--- src/rtl/mem_wb_hilo_pkg.sv ---
// Shared constants for the MEM->WB stage and the HI/LO register pair.
// Reset and write-enable encodings are named here so every file agrees on them.
package mem_wb_hilo_pkg;

    localparam int DATA_W_DEF = 32;
    localparam int ADDR_W_DEF = 5;

    localparam logic RST_ENABLE    = 1'b1;
    localparam logic WRITE_ENABLE  = 1'b1;
    localparam logic WRITE_DISABLE = 1'b0;

endpackage

--- src/rtl/mem_wb_hilo_hilo_reg.sv ---
// Architectural HI/LO register pair.
// HI and LO are always written together from one write port.
module hilo_reg
    import mem_wb_hilo_pkg::*;
#(
    parameter int DATA_W = DATA_W_DEF
) (
    input  logic              clk,
    input  logic              rst,
    input  logic              we,
    input  logic [DATA_W-1:0] hi_i,
    input  logic [DATA_W-1:0] lo_i,
    output logic [DATA_W-1:0] hi_o,
    output logic [DATA_W-1:0] lo_o
);

    always_ff @(posedge clk) begin
        if (rst == RST_ENABLE) begin
            hi_o <= '0;
            lo_o <= '0;
        end else if (we == WRITE_ENABLE) begin
            hi_o <= hi_i;
            lo_o <= lo_i;
        end
    end

endmodule

--- src/rtl/mem_wb_hilo.sv ---
// MEM->WB pipeline register with the HI/LO pair and newest-first HI/LO forwarding to EX.
// The instruction already sitting in WB retires its HI/LO write even if a flush arrives.
module mem_wb_hilo
    import mem_wb_hilo_pkg::*;
#(
    parameter int DATA_W = DATA_W_DEF,
    parameter int ADDR_W = ADDR_W_DEF
) (
    input  logic              clk,
    input  logic              rst,
    input  logic              stall_mem,
    input  logic              stall_wb,
    input  logic              flush,
    input  logic [ADDR_W-1:0] mem_wd,
    input  logic              mem_wreg,
    input  logic [DATA_W-1:0] mem_wdata,
    input  logic [DATA_W-1:0] mem_hi,
    input  logic [DATA_W-1:0] mem_lo,
    input  logic              mem_whilo,
    output logic [ADDR_W-1:0] wb_wd,
    output logic              wb_wreg,
    output logic [DATA_W-1:0] wb_wdata,
    output logic [DATA_W-1:0] wb_hi,
    output logic [DATA_W-1:0] wb_lo,
    output logic              wb_whilo,
    output logic [DATA_W-1:0] hi_o,
    output logic [DATA_W-1:0] lo_o,
    output logic [DATA_W-1:0] ex_hi_fwd,
    output logic [DATA_W-1:0] ex_lo_fwd
);

    logic bubble;

    // A stalled MEM with a free WB must not let its held instruction retire twice.
    assign bubble = flush || (stall_mem && !stall_wb);

    always_ff @(posedge clk) begin
        if (rst == RST_ENABLE || bubble) begin
            wb_wd    <= '0;
            wb_wreg  <= WRITE_DISABLE;
            wb_wdata <= '0;
            wb_hi    <= '0;
            wb_lo    <= '0;
            wb_whilo <= WRITE_DISABLE;
        end else if (!stall_mem) begin
            wb_wd    <= mem_wd;
            wb_wreg  <= mem_wreg;
            wb_wdata <= mem_wdata;
            wb_hi    <= mem_hi;
            wb_lo    <= mem_lo;
            wb_whilo <= mem_whilo;
        end
    end

    hilo_reg #(
        .DATA_W(DATA_W)
    ) u_hilo_reg (
        .clk  (clk),
        .rst  (rst),
        .we   (wb_whilo),
        .hi_i (wb_hi),
        .lo_i (wb_lo),
        .hi_o (hi_o),
        .lo_o (lo_o)
    );

    always_comb begin
        ex_hi_fwd = hi_o;
        ex_lo_fwd = lo_o;
        if (mem_whilo == WRITE_ENABLE) begin
            ex_hi_fwd = mem_hi;
            ex_lo_fwd = mem_lo;
        end else if (wb_whilo == WRITE_ENABLE) begin
            ex_hi_fwd = wb_hi;
            ex_lo_fwd = wb_lo;
        end
    end

endmodule

--- config.mk ---
export PLATFORM = sky130hd
export DESIGN_NAME = mem_wb_hilo
export DESIGN_NICKNAME = d
export VERILOG_FILES = /design/src/rtl/mem_wb_hilo_pkg.sv /design/src/rtl/mem_wb_hilo_hilo_reg.sv /design/src/rtl/mem_wb_hilo.sv
export SDC_FILE = /design/constraint.sdc
export NUM_CORES = 1
export LEC_CHECK = 0
export BUFFER_PORTS_ARGS = -buffer_cell sky130_fd_sc_hd__buf_2
export CORE_ASPECT_RATIO = 0.75
export CORE_MARGIN = 8
export CORE_UTILIZATION = 40
export DETAILED_ROUTE_END_ITERATION = 10
export PLACE_DENSITY = 0.78
export SYNTH_ARGS = -nofsm -noshare
export SYNTH_HDL_FRONTEND = slang
export SYNTH_SLANG_ARGS = --single-unit
--- constraint.sdc ---
create_clock -name clk -period 1.6 [get_ports clk]
set_input_delay 0.08 -clock clk [delete_from_list [all_inputs] [get_ports clk]]
set_output_delay 0.08 -clock clk [all_outputs]
set_load 0.005 [all_outputs]
Yosys cells after proc, flatten, opt, wreduce, memory -nomap -nowiden. Cells that the tools add are included.

Reduce and logical (&&, ||, !) cells: 4. Multiplexer cells: 4.

Operator list (number): $mux W32 (4); $logic_or A1 B1 Y1 (2); $logic_and A1 B1 Y1 (1); $logic_not A1 Y1 (1).

Input bits: 108. Output and inout bits: 231. Flip-flop bits (word level): 167.

Depth between registers and ports, before layout. Gate-level depths: netlist (run 1).

Word-level depth: 4. Gate-level depth with buffers: 6. Depth with buffers taken out: 2.

Modules after synthesis. From an unflattened synthesis (run 1), not the netlist that was laid out.

Cell total of the unflattened synthesis: 878. Area total of the unflattened synthesis: 8179.1 um^2.

Modules (own cells, without submodules): mem_wb_hilo (cells an instance 672, sequential area each 2062.0 um^2, instances 1, area each 5888.1 um^2); hilo_reg (cells an instance 206, sequential area each 1281.2 um^2, instances 1, area each 2290.9 um^2).

Worst setup path after synthesis (run 1). Ideal clock, no wire load.

Path type: reg-to-output. Start point: reg wb_whilo. End point: out ex_hi_fwd[0]. Path slack: 0.278 ns. Arrival time: 1.242 ns. Data required time: 1.520 ns. Cell stages (with the launch flop): 5. Path through: dfxtp_1 > buf_6 > buf_6 > mux2_4 > mux2_2.

Longest elaborated chain between the ends: 2.

Ends and longest elaborated chain: start, declared (RTL line mem_wb_hilo.sv:25) `output logic wb_whilo,`; start signal, assigned (RTL line mem_wb_hilo.sv:51) `wb_whilo <= mem_whilo;`; $mux W32; $mux W32 (RTL line mem_wb_hilo.sv:70) `if (mem_whilo == WRITE_ENABLE) begin`; end, declared (RTL line mem_wb_hilo.sv:28) `output logic [DATA_W-1:0] ex_hi_fwd,`.

No other way between the ends.

Final worst setup path (run 1).
Start point: reg wb_whilo. End point: out ex_lo_fwd[31].

Longest elaborated chain between the ends: 2.

Ends and longest elaborated chain: $mux W32; $mux W32 (RTL line mem_wb_hilo.sv:70); end, declared (RTL line mem_wb_hilo.sv:29) `output logic [DATA_W-1:0] ex_lo_fwd`.

No other way between the ends.

==> out/qor.yml, run 1 <==
outcome: "finished with violations"
violations: "negative setup slack"
critPathRequiredTime_ps: 1520
maxSlewViolCount: 0
synth_top_family_by_area: "multiplexers"
avgViaCountPerCell: 5.11
drc_errors: 0
cts_setup_buffers: 0
r2r_cells: 3
fmax_mhz: 530
seqPwrFrac: 0.442
timing.slew.headroom: 0.599
syn_area_per_cell_um2: 10.0
clockRootBuffer: "clkbuf_16"
antenna_found_initial: 0
start_util: 0.404
dpl_cell_area_um2: 9300
cp_data_arrival_time_ps: 1810
holdWs_ps: 126
io_pins: 339
post-route-period-util: 1.18
drv_cap: 0
wl_per_cell_um: 19.8
cp-endpoint: "ex_lo_fwd[31]"
dieArea_um2: 23100
powerDensity_nw_per_um2: 862
fin_ws_ps: -288
routabilityCongestion: 0.780
post-place-ws_ps: 157
synth.distinct_cells: 13
firstDrtPassIters: 5
finalCriticalPeriod_ps: 1890
cp-start-kind: "flop"
wl_um: 27900
cts_sinks: 167
power_mw: 9.73
portBuffers: 338
drive_above_1_share: 0.446
cts_buffer_depth: 2
rsz0062_at_grt: "true"
rrSetupSlack_ps: 350
p_int_mw: 7.23
grt_pass1_vias: 7365
antenna_cells: 0
cts_tree: "done"
peakVddDrop_mv: 0.640
ys_ff_latch: 167
grtUsageTotal: 0.219
combPwrFrac: 0.136
die_h_um: 134
dr.first_iter.drc_count: 551
ant_nets: 0
critPathLaunch: "wb_whilo"
synthXorXnorAreaFrac: 0
critical_path.endpoint_type: "output port"
worstMarginPinSlew_ps: 602
switching_share: 0.257
clk_pin_slew_ps: 70
grt_pass1_wl_um: 41400
switchingPower_mw: 2.50
syn_inst: 736
finalNetCount: 1253
reg2reg_to: "u_hilo_reg.lo_o[31]"
seq_area_frac_synth: 0.453
hp-class: "in -> reg"
syn2layout_area_growth_pct: 52.8
yosys_warnings: 0
grt-ovfl-total: 0
synth_fa_ha_area_frac: 0
syn_nets: 844
hpwl_um: 17100
fin_skew_ps: 13.5
timing_hold_violations_final: 0
stdcell_count: 1405
dpl.cell_count: 1271
core_um2: 18300
num_vias: 7182
postLayoutCellArea_um2: 11300
cts_made_buffers: 17
r2r-start: "wb_whilo"
crit_fanout: 24
criticalPathCategory: "reg -> out"
grt_max_degree: 66
synthSimpleGateAreaFrac: 0.212
clk_latency_ps: 420
rows: 43
power_leakage_nw: 5.19
setup_violations: 64
netlist_area_um2: 7380
die_x_um: 173
synth_compound_area_frac: 0.0698
p_clk_frac: 0.422
synthMuxAreaShare: 0.220
htree_levels: 4
-- how the worst min path moves through the flow --
stage / start / to / slack, ps / cells past startpoint
2_1_floorplan: mem_wdata[27] / wb_wdata[27] / 230 / 2
3_3_place_gp: mem_wdata[12] / wb_wdata[12] / 330 / 3
3_5_place_dp: mem_wdata[28] / wb_wdata[28] / 340 / 3
4_1_cts: stall_mem / wb_lo[17] / 110 / 3
5_1_grt: stall_mem / wb_lo[0] / 130 / 3
6_report: stall_mem / wb_lo[0] / 130 / 3
-- flip-flops by register name (all words and copies together), names as in the netlist --
| signal | count |
|---|---|
| wb_wdata | 32 |
| wb_whilo | 1 |
| wb_lo | 32 |
| wb_wreg | 1 |
| wb_wd | 5 |
| u_hilo_reg.hi_o | 32 |
| u_hilo_reg.lo_o | 32 |
| wb_hi | 32 |
-- synth_stat cells --
cell      number  area (µm²)
mux2_4        49         736
clkbuf_1      30         113
buf_2         24         120
a21oi_1      103         515
nor2b_1       64         400
or2_2          1        6.26
nand3_1      103         515
buf_4          2        15.0
buf_6          6        67.6
nand2b_1     103         644
dfxtp_1      167        3340
mux2_2        79         890
buf_1          5        18.8
-- critical path, stage by stage (launching register included) --
cell and delay (ps):
dfxtp_4 390, buf_12 220, mux2_2 370, mux2_2 260, buf_2 130
-- placed cells by master, fill, tap and decap left out --
cell / n
clkinv_8: 1
dfxtp_1: 166
buf_12: 9
a21oi_1: 103
clkinv_4: 2
clkbuf_8: 2
clkinv_2: 1
buf_2: 297
mux2_4: 83
clkinvlp_4: 3
nor2b_1: 64
mux2_2: 45
inv_6: 4
or2_4: 1
clkbuf_16: 17
bufinv_16: 1
buf_4: 10
buf_6: 39
nand2b_1: 103
dfxtp_4: 1
nand3_1: 103
dlygate4sd3_1: 102
inv_8: 1
-- cell families (layout without fill, tap and decap cells) --
family                 Yosys count  after routing
buffers and inverters           67            489
multiplexers                   128            128
flip-flops                     167            167
AO/OA/AOI/OAI                  103            103
AND/OR/NAND/NOR                271            271
-- metal layers --
layer	wire length [µm]	track usage	part of all wire
met3	2490	0.0843	0.089
met2	13500	0.369	0.48
met1	11300	0.253	0.40
met4	657	0.0726	0.024
met5	0	0	0
-- power by group through the flow --
stage	clock [mW]	sequential, mW	combinational (mW)
5_1_grt	4.37	4.31	1.40
6_report	4.11	4.30	1.32
4_1_cts	4.19	4.30	1.21
3_5_place_dp	0	4.39	0.986
2_1_floorplan	0	4.39	0.509
3_3_place_gp	0	4.39	0.973
-- area by class of cell --
cell class	count	area, µm²
repair buffers	457	3200
fillers	1403	7010
well taps	247	309
flip-flops and latches	167	3350
clock buffers	19	453
clock inverters	13	138
multi-input cells	502	3840
-- stage by stage --
stage	TNS, ps	utilization
6_report	-15530	0.617
3_3_place_gp	0	0.509
5_1_grt	-19380	0.617
3_5_place_dp	0	0.509
4_1_cts	-16680	0.603
2_1_floorplan	0	-
-- timing repair --
item,in CTS,in global routing
endpoints found under the hold margin,102,0
resized for setup,23,50
hold buffers,102,0
setup endpoints to repair,64,64
Note: power is estimated with default switching activity, not from simulation.
==> inputs of run 2 (changes only) <==
--- a/config.mk
+++ b/config.mk
@@ -10,7 +10,8 @@
 export CORE_MARGIN = 8
 export CORE_UTILIZATION = 40
 export DETAILED_ROUTE_END_ITERATION = 10
-export PLACE_DENSITY = 0.78
+export PLACE_DENSITY = 0.81
+export SLEW_MARGIN = 30
 export SYNTH_ARGS = -nofsm -noshare
 export SYNTH_HDL_FRONTEND = slang
 export SYNTH_SLANG_ARGS = --single-unit
==> constraint.sdc (replaced) <==
create_clock -name clk -period 1.7 [get_ports clk]
set_input_delay 0.085 -clock clk [delete_from_list [all_inputs] [get_ports clk]]
set_output_delay 0.085 -clock clk [all_outputs]
set_load 0.005 [all_outputs]
==> run 2 against run 1 <==
Effect of this change: the flow still finishes with violations (negative setup slack); sequential power is 5.8% lower; non-clock buffer count is 1 lower; wire length is 3.9% lower; worst hold slack better by 5.6 ps; die area stayed put; critical path depth stayed put; utilization is 0.56 points lower; critical path type unchanged; highest routed layer unchanged.
==> out/qor.yml, run 2 (synthesis results as in run 1) <==
timing_hold_violations_final: 0  # unchanged
start_util: 0.404  # unchanged
violations: "negative setup slack"  # unchanged
slowest_delay_ps: 390  # about the same
cp_cell_sequence: "buf_12, mux2_4, mux2_4, buf_6"  # was buf_12, mux2_2, mux2_2, buf_2
hp-class: "in -> reg"  # unchanged
portBuffers: 338  # unchanged
power_leakage_nw: 5.15  # was 5.19 nW
hpwl_um: 16800  # was 17100 µm
criticalPathCategory: "reg -> out"  # unchanged
cts_setup_buffers: 0  # unchanged
crit_fanout: 25  # was 24
powerDensity_nw_per_um2: 811  # was 862 nW/µm²
cts_sinks: 167  # unchanged
num_vias: 7171  # was 7182
wl_um: 26800  # was 27900 µm
routabilityCongestion: 0.807  # was 0.780
drc_errors: 0  # unchanged
dr.first_iter.drc_count: 550  # was 551
dpl_cell_area_um2: 9270  # was 9300 µm²
final_common_cell: "buf_2"  # unchanged
antenna_found_initial: 1  # was 0
grt-ovfl-total: 0  # unchanged
htree_levels: 4  # unchanged
peakVddDrop_mv: 0.478  # was 0.640 mV
firstDrtPassIters: 5  # unchanged
cp-start-kind: "flop"  # unchanged
postLayoutCellArea_um2: 11200  # was 11300 µm²
clk_pin_slew_ps: 70  # about the same
timing.slew.headroom: 0.457  # was 0.599
core_um2: 18300  # unchanged
fmax_mhz: 525
final_core_util: 0.611  # was 0.617
tns_ps: -9160  # was -15530 ps
rows: 43  # unchanged
die_x_um: 173  # unchanged
cts_tree: "done"  # unchanged
grt_pass1_vias: 7338  # was 7365
post-place-ws_ps: 245  # was 157 ps
post-route-period-util: 1.12
layout_common_cells: "buf_2 (304), dfxtp_1 (166), nand2b_1 (103), nand3_1 (103), a21oi_1 (103)"  # was buf_2 (297), dfxtp_1 (166), nand2b_1 (103), nand3_1 (103), a21oi_1 (103)
drv_cap: 0  # unchanged
dieArea_um2: 23100  # unchanged
io_pins: 339  # unchanged
cp_data_arrival_time_ps: 1820  # was 1810 ps
rsz0062_at_grt: "true"  # unchanged
syn2layout_area_growth_pct: 51.4  # was 52.8%
grt_max_degree: 104  # was 66
clockRootBuffer: "clkbuf_16"  # unchanged
worstMarginPinSlew_ps: 814  # was 602 ps
cp_slowest_cell: "dfxtp_4"  # unchanged
maxSlewViolCount: 0  # unchanged
finalNetCount: 1252  # was 1253
clk_latency_ps: 410  # was 420 ps
wl_per_cell_um: 19.1  # was 19.8 µm
setup_violations: 64  # unchanged
finalCriticalPeriod_ps: 1910
dpl.cell_count: 1270  # was 1271
fin_ws_ps: -206  # was -288 ps
grt_pass1_wl_um: 40700  # was 41400 µm
drive_above_1_share: 0.444  # was 0.446
cts_buffer_depth: 2  # unchanged
fin_skew_ps: 7.86  # was 13.5 ps
grtUsageTotal: 0.216  # was 0.219
critical_path.endpoint_type: "output port"  # unchanged
crit_top_cell: "mux2_4"  # was mux2_2
ant_nets: 0  # unchanged
outcome: "finished with violations"  # unchanged
avgViaCountPerCell: 5.11  # about the same
stdcell_count: 1404  # was 1405
die_h_um: 134  # unchanged
cts_made_buffers: 17  # unchanged
critPathRequiredTime_ps: 1620  # was 1520 ps
==> run 2: cell count changes in the layout (fill, tap and decap cells not counted), moves of 2 or more <==
cell      previous run  this run
mux2_4              83        79
buf_12               9         7
clkbuf_1             0         2
buf_6               39        32
clkbuf_8             2         0
buf_2              297       304
mux2_2              45        49
==> run 2: area by class of cell <==
class	count	area, µm²
Antenna cell	1	2.50
Multi-Input combinational cell	502	3820
Clock buffer	19	433
Clock inverter	12	144
Tap cell	247	309
Timing Repair Buffer	456	3130
Fill cell	1392	7110
Sequential cell	167	3350
==> run 2: power breakdown <==
part | switching [mW] | internal (mW)
Combinational | 0.550 | 0.656
Clock | 1.62 | 2.19
Sequential | 0.0588 | 3.99
==> run 2: worst paths after layout <==
kind,cells past startpoint,startpoint,end,slack (ps)
max,4,wb_whilo,ex_hi_fwd[26],-210
min,3,stall_mem,wb_whilo,130
max reg2reg,3,wb_whilo,u_hilo_reg.hi_o[29],420
min reg2reg,2,wb_wdata[27],wb_wdata[27],470
==> run 2: timing repair <==
action                                  in CTS  in global routing
hold buffers                               102                  0
endpoints found under the setup margin      64                 64
resized for setup                           21                 41
endpoints found under the hold margin      102                  0
==> run 2: layer usage <==
| layer | GRT usage | vias to the layer above | part of all wire |
|---|---|---|---|
| met4 | 0.0803 | 0 | 0.023 |
| met2 | 0.371 | 337 | 0.50 |
| met3 | 0.0712 | 48 | 0.073 |
| met1 | 0.246 | 3463 | 0.41 |
| met5 | 0 | - | 0 |
| li1 | - | 3323 | - |
==> run 2: worst max-delay path, delay by kind of cell, from the launching register on <==
family	cells	cell delay, ps
buffers and inverters	2	340
muxes	2	640
DFF	1	390
==> run 2: metrics by stage <==
step,total power [mW],hold WS [ps]
after global placement,5.03,340
after floorplan,4.61,234
after CTS,9.07,132
after global routing,9.40,145
after detailed placement,5.05,346
final,9.06,132
==> inputs of run 3 (changes only) <==
--- a/config.mk
+++ b/config.mk
@@ -7,9 +7,9 @@
 export LEC_CHECK = 0
 export BUFFER_PORTS_ARGS = -buffer_cell sky130_fd_sc_hd__buf_2
 export CORE_ASPECT_RATIO = 0.75
-export CORE_MARGIN = 8
 export CORE_UTILIZATION = 40
 export DETAILED_ROUTE_END_ITERATION = 10
+export MAX_ROUTING_LAYER = met4
 export PLACE_DENSITY = 0.81
 export SLEW_MARGIN = 30
 export SYNTH_ARGS = -nofsm -noshare
==> run 3 against run 2 <==
Effect of this change: the run still ends with negative setup slack left; flip-flop and latch count is the same; via count increased by 3.0%; worst setup slack got worse by 12 ps; sequential share of layout area down 0.70 points; combinational power rose by 3%; wire length shrank 0.58%; final area grew 2.4%; global-route usage increased by 4.2 points; non-clock buffer count grew 17; utilization increased by 3.0 points; clock skew rose by 6.0 ps.
==> out/qor.yml, run 3 (synthesis results as in run 1) <==
drc_errors: 0  # unchanged
dr.first_iter.drc_count: 611  # was 550
avgViaCountPerCell: 5.21  # was 5.11
timing.slew.headroom: 0.477  # was 0.457
cts_sinks: 167  # unchanged
critical_path.endpoint_type: "output port"  # unchanged
grt_max_degree: 84  # was 104
grt_pass1_vias: 7244  # was 7338
reg2reg_to: "u_hilo_reg.hi_o[27]"  # was u_hilo_reg.hi_o[29]
grt_pass1_wl_um: 37900  # was 40700 µm
combPwrFrac: 0.137  # was 0.133
post-route-period-util: 1.13  # was 1.12
clockRootBuffer: "clkbuf_16"  # unchanged
layout_common_cells: "buf_2 (309), dfxtp_1 (166), dlygate4sd3_1 (109)"  # was buf_2 (304), dfxtp_1 (166), nand2b_1 (103), nand3_1 (103), a21oi_1 (103)
cp-start-kind: "flop"  # unchanged
dieArea_um2: 19000  # was 23100 µm²
core_um2: 17900  # was 18300 µm²
power_leakage_nw: 5.29  # was 5.15 nW
wl_um: 26600  # was 26800 µm
routabilityCongestion: 0.842  # was 0.807
dpl.cell_count: 1261  # was 1270
wl_per_cell_um: 18.8  # was 19.1 µm
r2r-start: "wb_whilo"  # unchanged
grtUsageTotal: 0.257  # was 0.216
final_common_cell: "buf_2"  # unchanged
violations: "negative setup slack"  # unchanged
die_h_um: 120  # was 134 µm
criticalPathCategory: "reg -> out"  # unchanged
rsz0062_at_grt: "true"  # unchanged
hp-class: "in -> reg"  # unchanged
io_pins: 339  # unchanged
critPathRequiredTime_ps: 1620  # about the same
finalNetCount: 1269  # was 1252
worstMarginPinSlew_ps: 784  # was 814 ps
setup_violations: 64  # unchanged
hold_depth: 3  # unchanged
dpl_cell_area_um2: 9270  # about the same
peakVddDrop_mv: 0.557  # was 0.478 mV
num_vias: 7384  # was 7171
stdcell_count: 1417  # was 1404
timing_hold_violations_final: 0  # unchanged
firstDrtPassIters: 5  # unchanged
antenna_found_initial: 1  # unchanged
p_int_mw: 6.74  # was 6.83 mW
fmax_mhz: 521  # was 525 MHz
post-place-ws_ps: 246  # was 245 ps
min_from: "stall_wb"  # was stall_mem
drive_above_1_share: 0.447  # was 0.444
rows: 42  # was 43
start_util: 0.413  # was 0.404
syn2layout_area_growth_pct: 55.1  # was 51.4%
p_clk_frac: 0.419  # was 0.420
maxSlewViolCount: 0  # unchanged
outcome: "finished with violations"  # unchanged
cts_tree: "done"  # unchanged
hold_end: "wb_lo[18]"  # was wb_whilo
seqPwrFrac: 0.444  # was 0.447
ant_nets: 0  # unchanged
crit_fanout: 7  # was 25
fin_ws_ps: -218  # was -206 ps
clk_pin_slew_ps: 70  # about the same
switching_share: 0.261  # was 0.246
htree_levels: 4  # unchanged
switchingPower_mw: 2.37  # was 2.23 mW
cts_buffer_depth: 2  # unchanged
powerDensity_nw_per_um2: 796  # was 811 nW/µm²
finalCriticalPeriod_ps: 1920  # was 1910 ps
portBuffers: 338  # unchanged
r2r_cells: 4  # was 3
clk_latency_ps: 420  # was 410 ps
hpwl_um: 14200  # was 16800 µm
cts_made_buffers: 17  # unchanged
fin_skew_ps: 13.8  # was 7.86 ps
drv_cap: 0  # unchanged
rrSetupSlack_ps: 420  # about the same
grt-ovfl-total: 0  # unchanged
die_x_um: 159  # was 173 µm
cp_data_arrival_time_ps: 1830  # was 1820 ps
postLayoutCellArea_um2: 11500  # was 11200 µm²
run 3: changes by cell type in the layout (fill, tap and decap cells not counted), sizes merged:
| cell | previous run | this run |
|---|---|---|
| dlygate4sd3 | 102 | 109 |
| clkbuf | 19 | 24 |
| buf | 354 | 358 |
| clkinv | 2 | 4 |
| inv | 5 | 7 |
| bufinv | 2 | 1 |
| clkinvlp | 3 | 2 |
run 3: how the worst max path moves through the flow:
stage             start       endpoint  slack, ps  depth (start not counted)
3_3_place_gp   wb_whilo  ex_lo_fwd[31]        270                          4
2_1_floorplan  wb_whilo   ex_hi_fwd[0]        370                          4
6_report       wb_whilo  ex_hi_fwd[30]       -220                          5
3_5_place_dp   wb_whilo  ex_lo_fwd[31]        250                          4
4_1_cts        wb_whilo  ex_lo_fwd[31]       -200                          4
5_1_grt        wb_whilo  ex_hi_fwd[28]       -270                          5
run 3: layer usage:
layer / up-vias / share of wire / track usage
met2: 390 / 0.50 / 0.443
met4: 0 / 0.041 / 0.123
met5: - / 0 / -
met3: 84 / 0.067 / 0.0567
met1: 3546 / 0.40 / 0.284
li1: 3364 / - / -
run 3: cell type report:
cell class	count	area, µm²
Timing Repair Buffer	473	3410
Clock inverter	14	141
Multi-Input combinational cell	502	3820
Clock buffer	18	429
Sequential cell	167	3350
Antenna cell	1	2.50
Fill cell	1338	6420
Tap cell	242	303
run 3: power by group through the flow:
stage          clock network, mW  registers (mW)  logic, mW
6_report                    3.82            4.04       1.25
5_1_grt                     4.07            4.05       1.32
4_1_cts                     3.87            4.04       1.11
3_5_place_dp                   0            4.13      0.900
3_3_place_gp                   0            4.13      0.887
2_1_floorplan                  0            4.13      0.479
run 3: repair_timing:
action | 4_1_cts | 5_1_grt
setup endpoints to repair | 64 | 64
hold endpoints to repair | 102 | 0
hold buffers | 109 | 0
cloned | 0 | 9
buffers inserted | 0 | 5
resized for setup | 18 | 39
run 3: through the flow:
stage / total power [mW] / setup TNS (ps) / utilization / hold WS, ps
after floorplan: 4.61 / 0 / - / 234
after global placement: 5.01 / 0 / 0.519 / 339
after detailed placement: 5.03 / 0 / 0.519 / 347
after CTS: 9.02 / -10010 / 0.617 / 2.72
after global routing: 9.44 / -14740 / 0.641 / 28.6
final: 9.11 / -11160 / 0.641 / 28.0
run 3: critical path: stages, from the launching register on:
cell	delay [ps]
dfxtp_4	370
buf_12	150
clkbuf_16	170
mux2_4	310
mux2_2	290
buf_6	120
